File: config.mk
export PLATFORM = sky130hd
export DESIGN_NAME = pack_poly_stream
export DESIGN_NICKNAME = d
export VERILOG_FILES = /design/src/rtl/pack_poly_stream.sv
export SDC_FILE = /design/constraint.sdc
export NUM_CORES = 1
export LEC_CHECK = 0
export CAP_MARGIN = 0
export CORE_MARGIN = 3
export CORE_UTILIZATION = 53
export DETAILED_ROUTE_END_ITERATION = 10
export PLACE_DENSITY_LB_ADDON = 0.2
export SLEW_MARGIN = 0
export SYNTH_ARGS = -nofsm -noshare
export SYNTH_HDL_FRONTEND = slang
export SYNTH_SLANG_ARGS = --single-unit
export TNS_END_PERCENT = 100
File: constraint.sdc
create_clock -name clk -period 4.25 [get_ports clk]
set_input_delay 0.85 -clock clk [delete_from_list [all_inputs] [get_ports clk]]
set_output_delay 0.85 -clock clk [all_outputs]
set_load 0.005 [all_outputs]
File: src/rtl/pack_poly_stream.sv
// Streaming coefficient packer: accepts d-bit compressed coefficients and emits
// the polynomial's ciphertext bytes LSB-first over a valid/ready byte stream.
module pack_poly_stream #(
    parameter int KYBER_N         = 256,
    parameter int COEFF_WIDTH_MAX = 11,
    parameter int ACC_WIDTH       = COEFF_WIDTH_MAX + 7,
    parameter int CNT_WIDTH       = 5
) (
    input  logic                       clk,
    input  logic                       rst,
    input  logic [3:0]                 i_D,
    input  logic [COEFF_WIDTH_MAX-1:0] iCoeff,
    input  logic                       i_CoeffValid,
    output logic                       o_CoeffReady,
    output logic [7:0]                 o_Ciphertext,
    output logic                       o_CtValid,
    input  logic                       i_CtReady,
    output logic                       o_CtLast,
    output logic                       o_Busy
);

    localparam int                   NW    = $clog2(KYBER_N + 1);
    localparam logic [3:0]           DMAX  = 4'(COEFF_WIDTH_MAX);
    localparam logic [CNT_WIDTH-1:0] C8    = CNT_WIDTH'(8);
    localparam logic [NW-1:0]        NLAST = NW'(KYBER_N);

    typedef enum logic [1:0] {IDLE, PACK, FLUSH} state_t;

    state_t               state;
    logic [ACC_WIDTH-1:0] acc;
    logic [CNT_WIDTH-1:0] cnt;
    logic [NW-1:0]        ncoef;
    logic [3:0]           d_r;

    logic [3:0]           d_in;
    logic [3:0]           d_use;
    logic [ACC_WIDTH-1:0] mask;
    logic [ACC_WIDTH-1:0] coeff_sh;
    logic [CNT_WIDTH-1:0] cnt_dec;
    logic [NW-1:0]        ncoef_nxt;
    logic                 valid_i;
    logic                 last_i;
    logic                 cready_i;
    logic                 c_acc;
    logic                 b_acc;

    // Width is only taken from i_D on the first coefficient; illegal widths fall back to the maximum.
    assign d_in      = (i_D == 4'd0 || i_D > DMAX) ? DMAX : i_D;
    assign d_use     = (state == IDLE) ? d_in : d_r;
    assign mask      = (ACC_WIDTH'(1) << d_use) - ACC_WIDTH'(1);
    assign coeff_sh  = (ACC_WIDTH'(iCoeff) & mask) << cnt;
    assign cnt_dec   = (cnt >= C8) ? cnt - C8 : '0;
    assign ncoef_nxt = ncoef + NW'(1);

    assign valid_i  = (cnt >= C8) || (state == FLUSH && cnt != '0);
    assign last_i   = valid_i && state == FLUSH && cnt <= C8;
    assign cready_i = (state != FLUSH) && (cnt < C8);
    assign c_acc    = i_CoeffValid && cready_i;
    assign b_acc    = valid_i && i_CtReady;

    assign o_CoeffReady = !rst && cready_i;
    assign o_CtValid    = !rst && valid_i;
    assign o_CtLast     = !rst && last_i;
    assign o_Ciphertext = rst ? 8'h00 : acc[7:0];
    assign o_Busy       = !rst && (state != IDLE);

    // c_acc and b_acc never coincide: one needs cnt<8, the other cnt>=8 or FLUSH.
    always_ff @(posedge clk) begin
        if (rst) begin
            acc   <= '0;
            cnt   <= '0;
            ncoef <= '0;
            d_r   <= 4'd1;
            state <= IDLE;
        end else if (c_acc) begin
            acc   <= acc | coeff_sh;
            cnt   <= cnt + CNT_WIDTH'(d_use);
            ncoef <= ncoef_nxt;
            if (state == IDLE)
                d_r <= d_in;
            state <= (ncoef_nxt == NLAST) ? FLUSH : PACK;
        end else if (b_acc) begin
            acc <= acc >> 8;
            cnt <= cnt_dec;
            if (state == FLUSH && cnt_dec == '0) begin
                state <= IDLE;
                ncoef <= '0;
            end
        end
    end

endmodule

# Word level (Yosys, flattened, before mapping)
# Cells that the tools add are included.
[classes]
addsub = 4
n_div = 0
multipliers = 0
n_reduce_logical = 22
bitwise = 2
shifts = 2
muxes = 15
magnitude_cmp = 4
n_eq_ne = 3
[ops]
columns = ["operator", "count"]
rows = [
  ["two-way mux 18 bit", 2],
  ["two-way mux 9 bit", 3],
  ["AND 11 x 18 -> 18 bit", 1],
  ["OR 18 bit", 1],
  ["left shift 1 x 4 -> 18 bit, first input constant", 1],
  ["left shift 18 x 5 -> 18 bit", 1],
  ["subtractor 18 x 2 -> 18 bit, second input constant", 1],
  ["two-way mux 5 bit", 3],
  ["logical AND 1 bit", 11],
  ["adder 9 x 1 -> 9 bit, second input constant", 1],
  ["== test 9 bit, second input constant", 1],
  ["two-way mux 2 bit", 4],
  ["two-way mux 4 bit", 2],
  ["two-way mux 8 bit", 1],
  ["nonzero test 2 bit", 3],
  ["adder 5 x 4 -> 5 bit", 1],
  [">= comparator 5 x 4 -> 1 bit, second input constant", 1],
  ["<= comparator 5 x 4 -> 1 bit, second input constant", 1],
  ["logical NOT 5 bit", 1],
  ["< comparator 5 x 4 -> 1 bit, second input constant", 1],
  ["nonzero test 5 bit", 1],
  ["subtractor 5 x 4 -> 5 bit, second input constant", 1],
  ["> comparator 4 bit, second input constant", 1],
  ["logical NOT 4 bit", 1],
  ["6 further kinds", 7],
]
[totals]
memories = 0
regBits = 38
inputBits = 19
romBits = 0
latchBits = 0
mem_bits_rw = 0

# Depth between registers and ports, before layout
# Gate-level depths: netlist of run 1.
[depth]
word_depth = 10
mapped_depth = 16
mapped_depth_nobuf = 13

# Worst setup path after synthesis of run 1
# Ideal clock, no wire load.
[synth_path]
path_kind = "input to register"
startpoint = "input port i_D[3]"
endpoint = "register acc[11]"
arrival_time_ps = 4136
slack_ps = -8
stages = 14
cell_sequence = "clkbuf_1 -> nor3_1 -> o32ai_1 -> inv_1 -> or3b_2 -> ha_1 -> clkbuf_1 -> nand3_1 -> and4b_1 -> a2111oi_2 -> o22a_1 -> o31ai_1 -> mux2_2 -> a221o_1"
[synth_via]
elab_chain_cells = 10
elab_cells_between_ends = 11
[synth_rtl]
columns = ["element", "line", "source"]
rows = [
  ["start, declared", "11", "input logic [3:0] i_D,"],
  ["> comparator 4 bit / logical NOT 4 bit (equally long branches)", "48", "assign d_in = (i_D == 4'd0 || i_D > DMAX) ? DMAX : i_D;"],
  ["logical OR 1 bit", "48", ""],
  ["two-way mux 4 bit *", "48", ""],
  ["two-way mux 4 bit *", "--", ""],
  ["left shift 1 x 4 -> 18 bit *", "50", "assign mask = (ACC_WIDTH'(1) << d_use) - ACC_WIDTH'(1);"],
  ["subtractor 18 x 2 -> 18 bit *", "50", ""],
  ["AND 11 x 18 -> 18 bit *", "51", "assign coeff_sh = (ACC_WIDTH'(iCoeff) & mask) << cnt;"],
  ["left shift 18 x 5 -> 18 bit *", "51", ""],
  ["OR 18 bit *", "76", "acc <= acc | coeff_sh;"],
  ["two-way mux 18 bit *", "75", "end else if (c_acc) begin"],
  ["end signal, assigned", "76", ""],
  ["end signal, assigned", "83", "acc <= acc >> 8;"],
  ["end, declared", "30", "logic [ACC_WIDTH-1:0] acc;"],
]
# Mark *: on every way between the ends. The rest lies on a longest branch, timed or not.
# A chain may end at the register's enable or synchronous reset.

# Worst setup path after layout of run 1
[layout_path]
startpoint = "input port i_D[0]"
endpoint = "register acc[13]"
# The elaborated chain is that of the path after synthesis.

==> results of run 1 <==
==> flip-flops by register name, indices dropped and copies added (netlist names) <==
register,flops
d_r,4
state,2
cnt,5
ncoef,9
acc,18
==> metal layers <==
layer | vias to the layer above | part of all wire
li1 | 1843 | -
met2 | 160 | 0.46
met3 | 32 | 0.061
met1 | 1782 | 0.43
met5 | - | 0
met4 | 0 | 0.042
==> repair_timing <==
item,CTS,global route
gates resized for setup,2,9
endpoints found under the setup margin,1,11
pin swaps,0,5
buffers inserted,0,1
==> metrics by stage <==
step | worst slack (ps) | cells | hold WS, ps
2_1_floorplan | 22.4 | 468 | 449
3_3_place_gp | -263 | 586 | 455
3_5_place_dp | -343 | 586 | 463
4_1_cts | 7.40 | 594 | 475
5_1_grt | 21.4 | 595 | 504
6_report | 144 | 595 | 471
==> logic make-up (layout without fill, tap and decap cells) <==
logic type | Yosys count | after routing
AO/OA/AOI/OAI | 147 | 147
XOR/XNOR | 5 | 5
multiplexers | 8 | 8
flip-flops | 38 | 38
AND/OR/NAND/NOR | 217 | 217
adder cells (fa/ha/maj) | 8 | 8
buffers and inverters | 45 | 97
==> cells in the final DEF (no fill, tap or decap), drive strengths merged, types with 4 or more instances in the layout <==
cell type and n:
nand2 64, nor2 64, buf 47, dfxtp 38, a21oi 36, clkdlybuf4s50 27, o21ai 22, nor3 21
nand3 19, inv 13, nor2b 13, a211oi 10, and3 8, a21o 7, ha 7, clkbuf 6
o211ai 6, a211o 5, a31oi 5, or3 4, or2 4, or4 4, a311oi 4, nor4 4
a2111oi 4, mux2 4
==> critical path, stage by stage <==
cell and delay, ps:
clkdlybuf4s50_1 520, nor2_1 80, or4_4 420, o21a_2 140
or3b_2 460, ha_2 220, buf_4 160, or4_1 510
o21ai_0 110, a31oi_2 190, buf_4 190, o32ai_1 190
a32oi_1 160, a31oi_1 150
==> worst max-delay path by stage <==
| stage | from | endpoint | slack (ps) | depth (start not counted) |
|---|---|---|---|---|
| after floorplan | i_D[3] | acc[11] | 20 | 13 |
| after global placement | i_D[2] | acc[11] | -260 | 13 |
| after detailed placement | i_D[2] | acc[11] | -340 | 13 |
| after CTS | i_D[2] | acc[8] | 7 | 14 |
| after global routing | i_D[0] | acc[8] | 20 | 16 |
| final | i_D[0] | acc[13] | 140 | 14 |
==> cell type report <==
class / count / area [um^2] / share of cell area
Tap cell: 75 / 93.8 / 0.0230
Timing Repair Buffer: 76 / 646 / 0.158
Sequential cell: 38 / 761 / 0.187
Clock buffer: 6 / 82.6 / 0.0203
Multi-Input combinational cell: 385 / 2430 / 0.596
Inverter: 13 / 48.8 / 0.0120
Clock inverter: 2 / 12.5 / 0.00307
==> power by group <==
group	switching (mW)	internal [mW]	total, mW	leakage [nW]
combinational	0.952	0.667	1.62	1.27
clock	0.142	0.131	0.273	0.0472
sequential	0.117	0.454	0.571	0.311
==> flow_summary.yaml, run 1 <==
synthesis:
  synth.mux.area_fraction: 0.0317
  avgSynthCellArea_um2: 7.08
  syn-cell-area_um2: 3310
  ys.warnings.count: 0
  synth_compound_area_frac: 0.330
  synth_fp_nets: 495
  synthMostInstantiatedCell: "nand2_1"
  synth-seq-cells: 38
  yosys-top-cells-count: "nand2_1 (64), nor2_1 (63), dfxtp_1 (38), a21oi_1 (36), clkbuf_1 (23)"
  ys_seq_area_frac: 0.230
  synthAdderAreaFrac: 0.0325
  synthSimpleGateAreaFrac: 0.307
  synthTopCellsByArea: "dfxtp_1 (23%), nand2_1 (7.3%), nor2_1 (7.1%)"
  synthXorXnorAreaFrac: 0.0132
  synthFlopType: "dfxtp_1"
  synth_edf_count: 0
  synth_top_family_by_area: "compound AO/OA/AOI/OAI gates"
  async_flop_share: 0
  synth_area_leader_cell: "dfxtp_1"
  synth_top_area_share: 0.230
  syn_inst: 468
  synthDistinctLibCells: 76
drt:
  routedWlPerCell_um: 17.1
  avgViaCountPerCell: 6.42
  vias: 3817
  drc_errors: 0
  dr.pass1.iters: 5
  drt-initial-drc-count: 379
  ant_nets: 0
  routed_wl_mm: 10.2
grt:
  grt_pass1_vias: 3443
  grt_start_max_net_pins: 28
  grt_pass1_wl_mm: 16.7
  track_usage: 0.282
  met2_usage: 0.451
  busiest_layer: "met2"
  met1_usage: 0.372
  antenna_found_initial: 0
  grtUsageMet3: 0.0485
  grt_overflow_total: 0
status:
  status: "finished, final reports clean"
cells_and_area:
  antenna_cells: 0
  nets: 546
  fin_util: 0.680
  finalInstanceArea_um2: 4070
  drive_above_1_share: 0.163
  areaGrowthSynthToFinish_pct: 23.0
  num-fill-cells: 521
sta:
  tightest_slew_ps: 745
  period_needed_ps: 4110
  fmax_mhz: 244
  skew_ps: 14.9
  fin_crit_sh: 0.966
  tns_ps: 0
  slew_headroom: 0.501
  rsz0062_at_grt: "no"
  setup_viol: 0
  hold_violations: 0
  maxSlewViolCount: 0
clock_tree:
  cts_tree: "built"
  cts_buffers: 5
  cts_root_buf: "clkbuf_8"
  clock_latency_ps: 310
  clk_pin_slew_worst_paths_ps: 80
  cts_hold_buf: 0
  htree_levels: 2
  cts_sinks: 38
  max-clock-path-buffers: 2
place:
  dpl.hpwl_mm: 7.74
  placement.io_buffers: 30
  globalplace.congestion: 0.988
  placed_cell_area_um2: 3910
worst_hold_path:
  min_path_cells: 2
  hp-class: "register to register"
  hold_start: "ncoef[8]"
  min_to: "ncoef[8]"
setup_path:
  endpoint_kind: "register"
  worstPathMaxFanout: 8
  critPathLaunchType: "input pin"
  rr_endpoint: "acc[13]"
  rrSetupSlack_ps: 570
  arrival_ps: 4340
  critical_path_required_ps: 4480
  critPathKind: "input pin to register"
  worstReg2RegStart: "state[1]"
  ff2ff_path_depth: 13
floorplan:
  die_w_um: 85.1
  initial_utilization: 0.553
  die_h_um: 85.1
  core_area_um2: 5990
  rows: 28
  io-pin-count: 31
  fp.dieArea_um2: 7230
power:
  totalPowerFinal_mw: 2.46
  ir_worst_vdd_v: 0.000332
  power_density_nw_per_um2: 604
  power_leakage_nw: 1.63
run:
  cap_violations: 0
Power figures use the tool's default switching activity.
==> run 2, diff against run 1 <==
--- a/config.mk
+++ b/config.mk
@@ -5,10 +5,12 @@
 export SDC_FILE = /design/constraint.sdc
 export NUM_CORES = 1
 export LEC_CHECK = 0
+export ABC_AREA = 1
 export CAP_MARGIN = 0
 export CORE_MARGIN = 3
-export CORE_UTILIZATION = 53
+export CORE_UTILIZATION = 52
 export DETAILED_ROUTE_END_ITERATION = 10
+export GPL_TIMING_DRIVEN = 0
 export PLACE_DENSITY_LB_ADDON = 0.2
 export SLEW_MARGIN = 0
 export SYNTH_ARGS = -nofsm -noshare
==> run 2 against run 1 <==
Via count shrank 10%. Combinational power shrank 9%. Flip-flop and latch count is the same. Critical path type is now input pin to output pin. Largest cell class unchanged.
==> flow_summary.yaml, run 2 <==
clock_tree:
  clock_latency_ps: 300
  cts_tree: "built"
  post_cts_resize_count: 0
  cts_post_setup_buffers_inserted: 0
  cts_hold_buf: 0
  max-clock-path-buffers: 2
  clk_pin_slew_worst_paths_ps: 70
  htree_levels: 2
  cts_root_buf: "clkbuf_8"
  cts_buffers: 5
  cts_sinks: 38
drt:
  routedWlPerCell_um: 13.8
  drt-initial-drc-count: 365
  routed_wl_mm: 8.52
  drc_errors: 0
  dr.pass1.iters: 5
  ant_nets: 0
  vias: 3422
  avgViaCountPerCell: 5.53
cells_and_area:
  multi_input_area_um2: 2070
  antenna_cells: 0
  drive_above_1_share: 0.110
  fin_util: 0.637
  largest_register: "acc"
  most-common-layout-cells: "nand2_1 (146), nand3_1 (64), inv_1 (52)"
  final_common_cell: "nand2_1"
  areaGrowthSynthToFinish_pct: 15.1
  top_regs: "acc (18), ncoef (9), cnt (5)"
  seqCellArea_um2: 761
  largest_reg_flops: 18
  nets: 573
  num-fill-cells: 527
sta:
  fmax_mhz: 289
  period_needed_ps: 3460
  hold_violations: 0
  skew_ps: 5.40
  rsz0062_at_grt: "no"
  fin_crit_sh: 0.815
  maxSlewViolCount: 0
  setup_viol: 0
  slew_headroom: 0.633
  tns_ps: 0
  tightest_slew_ps: 551
power:
  power_frac_clock: 0.118
  power.net_switching_mw: 1.16
  power_density_nw_per_um2: 617
  ir_worst_vdd_v: 0.000469
  power_leakage_nw: 1.60
  comb_power_share: 0.661
  power_switching_share: 0.521
  pwr-share-seq: 0.220
  p_int_mw: 1.07
grt:
  grt_overflow_total: 0
  track_usage: 0.244
  grt_start_max_net_pins: 13
  antenna_found_initial: 0
  grt_pass1_vias: 3126
  grt_pass1_wl_mm: 14.3
synthesis:
  synthDistinctLibCells: 46
  synthFlopType: "dfxtp_1"
  avgSynthCellArea_um2: 6.16
  synth_fp_nets: 537
  yosys-top-cells-count: "nand2_1 (146), nand3_1 (64), inv_1 (52), nor2_1 (42), dfxtp_1 (38)"
  async_flop_share: 0
  synthMostInstantiatedCell: "nand2_1"
  synth_area_leader_cell: "dfxtp_1"
  synth_top_area_share: 0.242
  syn-cell-area_um2: 3140
  syn_inst: 510
  ys.warnings.count: 0
  ys_seq_area_frac: 0.242
  synthTopCellsByArea: "dfxtp_1 (24%), nand2_1 (17%), nand3_1 (10%)"
  synth_edf_count: 0
  synth-seq-cells: 38
place:
  globalplace.congestion: 0.969
  placement.io_buffers: 29
  dpl.hpwl_mm: 6.62
floorplan:
  die_w_um: 83.7
  fp.dieArea_um2: 7010
  initial_utilization: 0.554
  rows: 27
  io-pin-count: 31
  core_area_um2: 5680
  die_h_um: 83.7
setup_path:
  critPathBufInv: 4
  rr_endpoint: "acc[9]"
  rrSetupSlack_ps: 1660
  critPathKind: "input pin to output pin"
  ff2ff_path_depth: 17
  critPathLaunch: "rst"
  crit_path_end: "o_CtValid"
  endpoint_kind: "output pin"
  max_stage_delay_ps: 460
  worstPathMaxFanout: 10
  cp_top_family: "buffers and inverters"
  cp.depth: 5
  arrival_ps: 2610
  worstReg2RegStart: "state[1]"
  critPathLaunchType: "input pin"
  cpMaxStageDelayCell: "clkdlybuf4s50_1"
  cp_cell_sequence: "clkbuf_1 > clkbuf_1 > clkbuf_1 > nor2_1 > clkdlybuf4s50_1"
  critical_path_required_ps: 3400
  cpMostUsedCell: "clkbuf_1"
worst_hold_path:
  hp-class: "register to register"
status:
  status: "finished, final reports clean"
run:
  cap_violations: 0
[run 2: changes by cell type after synthesis, moves of 6 or more]
cell	before	now
nand3_1	18	64
nand4_1	2	13
o21ai_0	22	16
and3_1	8	0
nand2_1	64	146
a211oi_1	9	1
a21o_1	7	1
nor2_4	0	6
nor2_1	63	42
clkbuf_1	23	10
nor2b_1	13	0
inv_1	13	52
nor3_1	21	4
nand2_2	0	9
[run 2: through the flow]
step	total power [mW]	cells	cell area [um^2]	setup WS [ps]	hold slack [ps]
2_1_floorplan	1.58	510	3140	1560	431
3_3_place_gp	1.92	611	3520	775	439
5_1_grt	2.43	619	3620	654	473
3_5_place_dp	1.94	611	3520	731	445
6_report	2.23	619	3620	785	458
4_1_cts	2.22	619	3620	789	457
[run 2: routing by layer]
layer,vias to the layer above,wire length (um),track usage
li1,1739,-,-
met1,1549,3940,0.340
met2,119,3810,0.388
met3,15,622,0.0405
met4,0,150,0.0702
met5,-,0,0
[run 2: worst min-delay path by stage]
stage / from / end / slack, ps / depth (start not counted)
after floorplan: acc[10] / acc[10] / 430 / 2
after global placement: acc[11] / acc[11] / 440 / 2
after detailed placement: acc[10] / acc[10] / 440 / 2
after CTS: acc[10] / acc[10] / 460 / 2
after global routing: acc[12] / acc[12] / 470 / 2
final: acc[14] / acc[14] / 460 / 2
[run 2: kinds of logic after synthesis]
kind of cell             count (synthesis)  synth area share
AO/OA/AOI/OAI                           75             0.148
flip-flops                              38             0.242
AND/OR/NAND/NOR                        304             0.456
XOR/XNOR                                 7            0.0195
adder cells (fa/ha/maj)                  8            0.0342
buffers and inverters                   78             0.100
[run 2: final cells by class]
class	count	area share
tap	72	0.0249
sequential	38	0.210
clock buffer	6	0.0228
multi-input combinational	394	0.571
buffer	20	0.0263
inverter	58	0.0609
clock inverter	2	0.00346
timing repair buffer	29	0.0802
[run 2: worst register-to-register path, stage by stage, from the launching register on]
cell     delay [ps]
dfxtp_1         330
nor2_2          260
nand2_2         110
o21ai_4         310
inv_1           110
nand3_1          90
ha_1            240
inv_1           110
nor2_4          150
nand2_1         110
nand4_1         150
nand3_1          80
nand2_1         120
nand2_1          90
nand3_1          70
nand3_1          70
nand2_1          60
nand2_1          40
[run 2: power groups by stage]
stage	sequential [mW]	clock [mW]	combinational [mW]
2_1_floorplan	0.485	0	1.09
3_3_place_gp	0.494	0	1.42
3_5_place_dp	0.499	0	1.45
4_1_cts	0.491	0.273	1.45
5_1_grt	0.502	0.288	1.64
6_report	0.492	0.264	1.48
